File: src/rtl/mux_n_to_1_stream.sv
// N-channel stream multiplexer with a registered output stage.
// Two arbitration modes: direct channel select, or round-robin over the
// valid channels, starting after the most recently granted one.
module mux_n_to_1_stream #(
    parameter int WIDTH = 8,
    parameter int N_CH  = 4,
    parameter int SEL_W = $clog2(N_CH)
) (
    input  logic                  clk,
    input  logic                  rst,
    input  logic                  mode,
    input  logic [SEL_W-1:0]      sel,
    input  logic [N_CH*WIDTH-1:0] in_data,
    input  logic [N_CH-1:0]       in_valid,
    output logic [N_CH-1:0]       in_ready,
    output logic [WIDTH-1:0]      out_data,
    output logic [SEL_W-1:0]      out_ch,
    output logic                  out_valid,
    input  logic                  out_ready
);

    logic [WIDTH-1:0] r_data;
    logic [SEL_W-1:0] r_ch;
    logic             r_valid;
    logic [SEL_W-1:0] r_rr_ptr;

    logic             w_load_en;
    logic [SEL_W-1:0] w_rr_chosen;
    logic             w_rr_hit;
    logic [SEL_W-1:0] w_chosen;
    logic             w_hit;
    logic [WIDTH-1:0] w_chosen_data;
    logic [N_CH-1:0]  w_ready;
    logic             w_xfer;

    // The output register can take a beat when empty or draining this cycle.
    assign w_load_en = !r_valid || out_ready;

    // Round-robin search: walk offsets from N_CH down to 1 so the nearest
    // valid channel after rr_ptr is the last (and winning) assignment.
    always_comb begin
        logic [SEL_W:0] sum;
        sum         = '0;
        w_rr_chosen = '0;
        w_rr_hit    = |in_valid;
        for (int k = N_CH; k >= 1; k--) begin
            sum = {1'b0, r_rr_ptr} + (SEL_W+1)'(k);
            if (sum >= (SEL_W+1)'(N_CH))
                sum = sum - (SEL_W+1)'(N_CH);
            if (in_valid[sum[SEL_W-1:0]])
                w_rr_chosen = sum[SEL_W-1:0];
        end
    end

    // Pick the source channel for the current mode; out-of-range sel never hits.
    always_comb begin
        w_chosen = sel;
        w_hit    = ({1'b0, sel} < (SEL_W+1)'(N_CH));
        if (mode) begin
            w_chosen = w_rr_chosen;
            w_hit    = w_rr_hit;
        end
    end

    // Data select by compare loop so an out-of-range index yields zeros, not X.
    always_comb begin
        w_chosen_data = '0;
        for (int i = 0; i < N_CH; i++) begin
            if (w_chosen == SEL_W'(i))
                w_chosen_data = in_data[i*WIDTH +: WIDTH];
        end
    end

    // One-hot ready toward the chosen channel; held low during reset.
    always_comb begin
        w_ready = '0;
        for (int i = 0; i < N_CH; i++) begin
            w_ready[i] = w_load_en && w_hit && (w_chosen == SEL_W'(i)) && !rst;
        end
    end

    assign w_xfer   = |(in_valid & w_ready);
    assign in_ready = w_ready;

    // Output register and round-robin pointer update.
    always_ff @(posedge clk or posedge rst) begin
        if (rst) begin
            r_data   <= '0;
            r_ch     <= '0;
            r_valid  <= 1'b0;
            r_rr_ptr <= SEL_W'(N_CH - 1);
        end else if (w_load_en) begin
            if (w_xfer) begin
                r_data  <= w_chosen_data;
                r_ch    <= w_chosen;
                r_valid <= 1'b1;
                if (mode)
                    r_rr_ptr <= w_chosen;
            end else begin
                r_valid <= 1'b0;
            end
        end
    end

    assign out_data  = r_data;
    assign out_ch    = r_ch;
    assign out_valid = r_valid;

endmodule

File: config.mk
export PLATFORM = sky130hd
export DESIGN_NAME = mux_n_to_1_stream
export DESIGN_NICKNAME = d
export VERILOG_FILES = /design/src/rtl/mux_n_to_1_stream.sv
export SDC_FILE = /design/constraint.sdc
export NUM_CORES = 1
export LEC_CHECK = 0
export ABC_AREA = 1
export CAP_MARGIN = 0
export CORE_UTILIZATION = 43
export DETAILED_ROUTE_END_ITERATION = 6
export PLACE_DENSITY = 0.95
export SLEW_MARGIN = 20
export SYNTH_ARGS = -nofsm -noshare
export SYNTH_HDL_FRONTEND = slang
export SYNTH_SLANG_ARGS = --single-unit
File: constraint.sdc
create_clock -name clk -period 3.5 [get_ports clk]
set_input_delay 1.05 -clock clk [delete_from_list [all_inputs] [get_ports clk]]
set_output_delay 1.05 -clock clk [all_outputs]
set_load 0.01 [all_outputs]
# [Word level (Yosys, flattened, before mapping)]
# Cells that the tools add are included.
[classes] n_mul=0 div_mod_pow=0 n_reduce_logical=17 n_lt_le_gt_ge=8 n_bitwise=1 muxes=23 shift=0 eq_ne=3 n_addsub=8
[op_table] op="2-to-1 mux 8 bit" count=4
[op_table] op="2-to-1 mux 2 bit" count=9
[op_table] op=">= comparator 3 bit, second input constant" count=4
[op_table] op="< comparator 2 x 3 -> 1 bit, second input constant" count=4
[op_table] op="logical AND 1 bit" count=9
[op_table] op="binary-select mux 1 bit (select 2 bit)" count=4
[op_table] op="OR reduction 4 bit" count=2
[op_table] op="subtractor 2 x 1 -> 2 bit, second input constant" count=4
[op_table] op="adder 2 x 2 -> 3 bit, second input constant" count=2
[op_table] op="2-to-1 mux 1 bit" count=6
[op_table] op="AND 4 bit" count=1
[op_table] op="equality test 2 bit, second input constant" count=2
[op_table] op="adder 2 x 1 -> 3 bit, second input constant" count=1
[op_table] op="adder 2 x 3 -> 3 bit, second input constant" count=1
[op_table] op="AND reduction 3 bit" count=1
[op_table] op="equality test 2 x 1 -> 1 bit, second input constant" count=1
[op_table] op="zero test 1 bit" count=2
[op_table] op="zero test 2 bit" count=1
[op_table] op="AND reduction 2 bit" count=1
[op_table] op="logical OR 1 bit" count=1
[totals] ramBits=0 latchBits=0 input_bits=42 rom_bits=0 out_inout_bits=15 reg_bits=13 memories=0 elab_cells=64

# [Longest topological paths before layout]
[depth] ltp_word=16 ltp_mapped=19 ltp_nobuf=18

# [Worst setup path before layout]
# No wires, ideal clock.
[synth_timing] path_type="input to output" startpoint="input in_valid[3]" endpoint="output in_ready[1]" required_ps=2450 path_buffers=0 stages=9 slack_ps=476 t_arrival_ps=1974 cell_sequence="inv_1 -> nand2_1 -> nand3_1 -> inv_1 -> nor2_2 -> nand2_2 -> a21oi_4 -> nand4_2 -> inv_1"
[synth_between] elab_chain_cells=10 word_cells_on_any_way=19 classes_between="1 x eq/ne; 14 x mux; 4 x reduce/logical"
[synth_lines] element="start, declared" line_no="14" text="input logic [N_CH-1:0] in_valid,"
[synth_lines] element="binary-select mux 1 bit (select 2 bit)" line_no="50" text="if (in_valid[sum[SEL_W-1:0]])"
[synth_lines] element="2-to-1 mux 1 bit (implied by the code)" line_no="50"
[synth_lines] element="2-to-1 mux 2 bit (4 in series)" line_no="50"
[synth_lines] element="2-to-1 mux 2 bit" line_no="59" text="if (mode) begin"
[synth_lines] element="equality test 2 x 1 -> 1 bit" line_no="78" text="w_ready[i] = w_load_en && w_hit && (w_chosen == SEL_W'(i)) && !rst;"
[synth_lines] element="logical AND 1 bit * (2 in series)" line_no="78"
[synth_lines] element="end, declared" line_no="15" text="output logic [N_CH-1:0] in_ready,"
# Mark *: on every way between the ends. The rest lies on a longest branch, timed or not. The select of a mux whose other input is x is not followed.

# [Final worst setup path]
[layout_timing] startpoint="input in_valid[0]" endpoint="output in_ready[0]"
[layout_between] elab_chain_cells=10 word_cells_on_any_way=19 classes_between="14 x mux; 5 x reduce/logical"
[layout_lines] element="binary-select mux 1 bit (select 2 bit)" line_no="50"
[layout_lines] element="2-to-1 mux 1 bit (implied by the code)" line_no="50"
[layout_lines] element="2-to-1 mux 2 bit (4 in series)" line_no="50"
[layout_lines] element="2-to-1 mux 2 bit" line_no="59"
[layout_lines] element="zero test 2 bit" line_no="78"
[layout_lines] element="logical AND 1 bit * (2 in series)" line_no="78"
# Marked as above.

==> key figures <==
Outcome
  • Status: finished with violations
  • Failing checks: negative setup slack

Power
  • Peak supply drop: 0.463 mV
  • Comb pwr share: 71.9%
  • Power Density: 709 nW/um^2
  • Net Sw Frac: 48.5%
  • Internal Pwr Total: 0.704 mW
  • Leak pwr: 0.964 nW
  • Net Switching: 0.664 mW
  • Clock share of power: 6.9%
  • Power share of the sequential group: 21.2%

Logic synthesis
  • Cell count after synthesis: 178
  • Unique masters post-synth: 23
  • Share of the synthesized area in the top cell type: 24.4%
  • Register area share after synthesis: 29.0%
  • Top post-synthesis cells by area: dfrtp_1 (24%), nand2_1 (23%), nand3_1 (15%)
  • Synth area leader: dfrtp_1
  • FF+latch count, synth: 13
  • Mapped Area: 1130 sq um
  • Syn Area/Cell: 6.34 sq um
  • Yosys warns: 0
  • Mapped Nets: 220

Finish
  • Layout cells sized above 1: 27.3%
  • ANT cells: 0
  • Final Core Density: 77.9%
  • Fin area: 1930 sq um
  • Area Growth Syn to Fin: 71.0%
  • Nets: 296

Global routing
  • Initial antenna violation count: 0
  • Global-route usage over all layers: 25.7%
  • Via count of the first global-routing pass: 1365
  • Pin count of the biggest net entering global routing: 14
  • GRT overflow: 0
  • Global-route wire length before repair: 5.39 mm

Floorplan
  • Die area: 2830 sq um
  • # IOs: 57
  • Core area: 2480 sq um
  • Die X: 53.2 um
  • Starting Density: 45.6%
  • Row cnt: 18
  • Die height: 53.2 um

Placement
  • Pre-CTS setup slack: -0.555 ns
  • Placed cell area: 1810 sq um
  • Count of port buffers added during placement: 56
  • Post-DP HPWL: 2.77 mm
  • RD Place Congestion: 0.971

STA
  • Normalized max-slew margin: 79.1%
  • RSZ-0062 raised after global routing: true
  • # setup viols final: 1
  • Setup TNS: -0.0128 ns
  • Max Freq: 285 MHz
  • Actual slew at the worst max-slew pin: 0.313 ns
  • Worst hold slack: 0.501 ns
  • Skew final: 0.00235 ns
  • Final max-slew violation count: 0
  • Final hold violations: 0
  • Final WS setup: -0.0128 ns
  • Tmin final: 3.51 ns
  • Final period utilization: 100%

Clock tree
  • Worst-path clk slew: 0.08 ns
  • Clk_lat worst skew: 0.27 ns
  • Clock sinks: 13
  • Root buffer cell: clkbuf_4
  • Total CTS buffers: 3
  • # hold bufs at CTS: 0
  • CTS tree: built
  • H-tree depth: 1
  • Clock tree buffer depth: 2

Drt
  • Post-route ant nets: 0
  • Wire per inst: 13.5 um
  • Total wire length: 3.83 mm
  • Initial DRC count: 47
  • 1st-pass router iterations: 4
  • Drc violations: 0
  • Vias per inst: 5.42
  • Routed via count: 1534

Run
  • Max_cap viols: 0

Worst setup path
  • FF-to-FF Start: r_rr_ptr[0]
  • Reg2Reg Depth: 18
  • Req. time, crit path: 2.45 ns
  • Worst setup path class: in2out
  • Crit-path max FO: 4
  • Max incr delay on CP: 0.26 ns
  • Crit path top cell by count: nand2_2
  • Startpoint types: input port
  • R2R Setup Slk: 1.05 ns
  • Reg2Reg Capture Point: out_data[5]
  • CP cell instances: dlygate4sd2_1 > nand2_1 > nand2_2 > nand2_2 > nand2_4 > nor2_4 > nand2_2 > nand2_2 > nand2_2 > nor2_1 > nand2_1 > inv_1 > clkdlybuf4s15_2
  • Critical path arrival: 2.46 ns
  • Critical path capture point type: primary output
  • Critical path's slowest cell: dlygate4sd2_1

Min path
  • Worst hold path class: reg2reg
  • Hold Crit Depth: 1
  • Hold_sp: out_ch[1]
  • Worst Hold Endpoint: out_ch[1]
critical path: cells and delay by family:
| family | cells | cell delay [ns] |
|---|---|---|
| AND/OR/NAND/NOR | 10 | 0.88 |
| buffers and inverters | 3 | 0.53 |
cell families after synthesis:
| logic type | Yosys count | synth area share, % |
|---|---|---|
| and+or+nand+nor | 134 | 55.9 |
| buffers and inverters | 27 | 12.1 |
| DFF | 13 | 29.0 |
| AOI/OAI and AO/OA | 4 | 2.99 |
layout by cell type (no fill, tap or decap), drive strengths merged:
cell | synthesis | final
clkbuf | 0 | 6
inv | 20 | 20
or2 | 1 | 1
buf | 7 | 23
o21a | 1 | 1
dfstp | 2 | 2
a21oi | 3 | 3
nand4 | 10 | 10
nand3 | 36 | 36
nor3 | 1 | 1
dfrtp | 11 | 11
clkdlybuf4s50 | 0 | 47
nor2 | 10 | 10
dlymetal6s2s | 0 | 1
dlygate4sd2 | 0 | 2
nand2 | 76 | 76
clkdlybuf4s15 | 0 | 3
sequential cells by signal (all words and copies together) (netlist names):
name       count
out_data       8
out_ch         2
r_rr_ptr       2
out_valid      1
metal layers:
layer	GRT usage, %	vias to the layer above	routed length (um)
li1	-	724	-
met1	30.1	719	1410
met2	46.3	81	2070
met3	3.74	10	275
met4	9.65	0	70
met5	0	-	0
power by group through the flow:
stage          clock (mW)  combinational [mW]  sequential [mW]
6_report           0.0944               0.984            0.290
5_1_grt             0.101                1.06            0.296
4_1_cts            0.0953               0.861            0.286
3_5_place_dp            0               0.847            0.288
3_3_place_gp            0               0.817            0.284
2_1_floorplan           0               0.525            0.294
what timing repair did:
item	CTS	global route
setup endpoints to repair	4	4
gates resized for setup	20	25
pin swaps	2	8
buffers inserted	1	3
how the worst max path moves through the flow:
stage	from	end	slack (ns)	cells past startpoint
finish	in_valid[0]	in_ready[0]	-0.01	13
floorplan	in_valid[3]	in_ready[1]	0.48	9
global route	in_valid[0]	in_ready[0]	-0.11	14
detailed placement	in_valid[2]	in_ready[2]	-0.56	14
global placement	in_valid[2]	in_ready[2]	-0.51	14
CTS	mode	in_ready[3]	-0.006	7
cell type report:
cell class	count	area, sq um
inverter	20	80.1
sequential	13	328
tap	30	37.5
multi-input combinational	138	733
fill	183	548
clock buffer	4	26.3
timing repair buffer	78	724
synth_stat cells:
cell type  count
buf_6          2
nand2_1       70
nand4_2        1
a21oi_4        1
inv_6          1
nor2_1         5
dfstp_2        2
nor3_1         1
nor2_2         4
buf_4          4
buf_1          1
nand3_1       34
nand2_2        5
inv_1         17
a21oi_1        2
o21a_1         1
nand3_2        2
inv_2          2
dfrtp_1       11
nand2_4        1
nand4_1        9
nor2_4         1
or2_2          1
metrics by stage:
step	instances	power [mW]
after floorplan	178	0.819
after global placement	275	1.10
after detailed placement	275	1.13
after CTS	280	1.24
after global routing	283	1.46
final	283	1.37
Note: power is estimated with default switching activity, not from simulation.
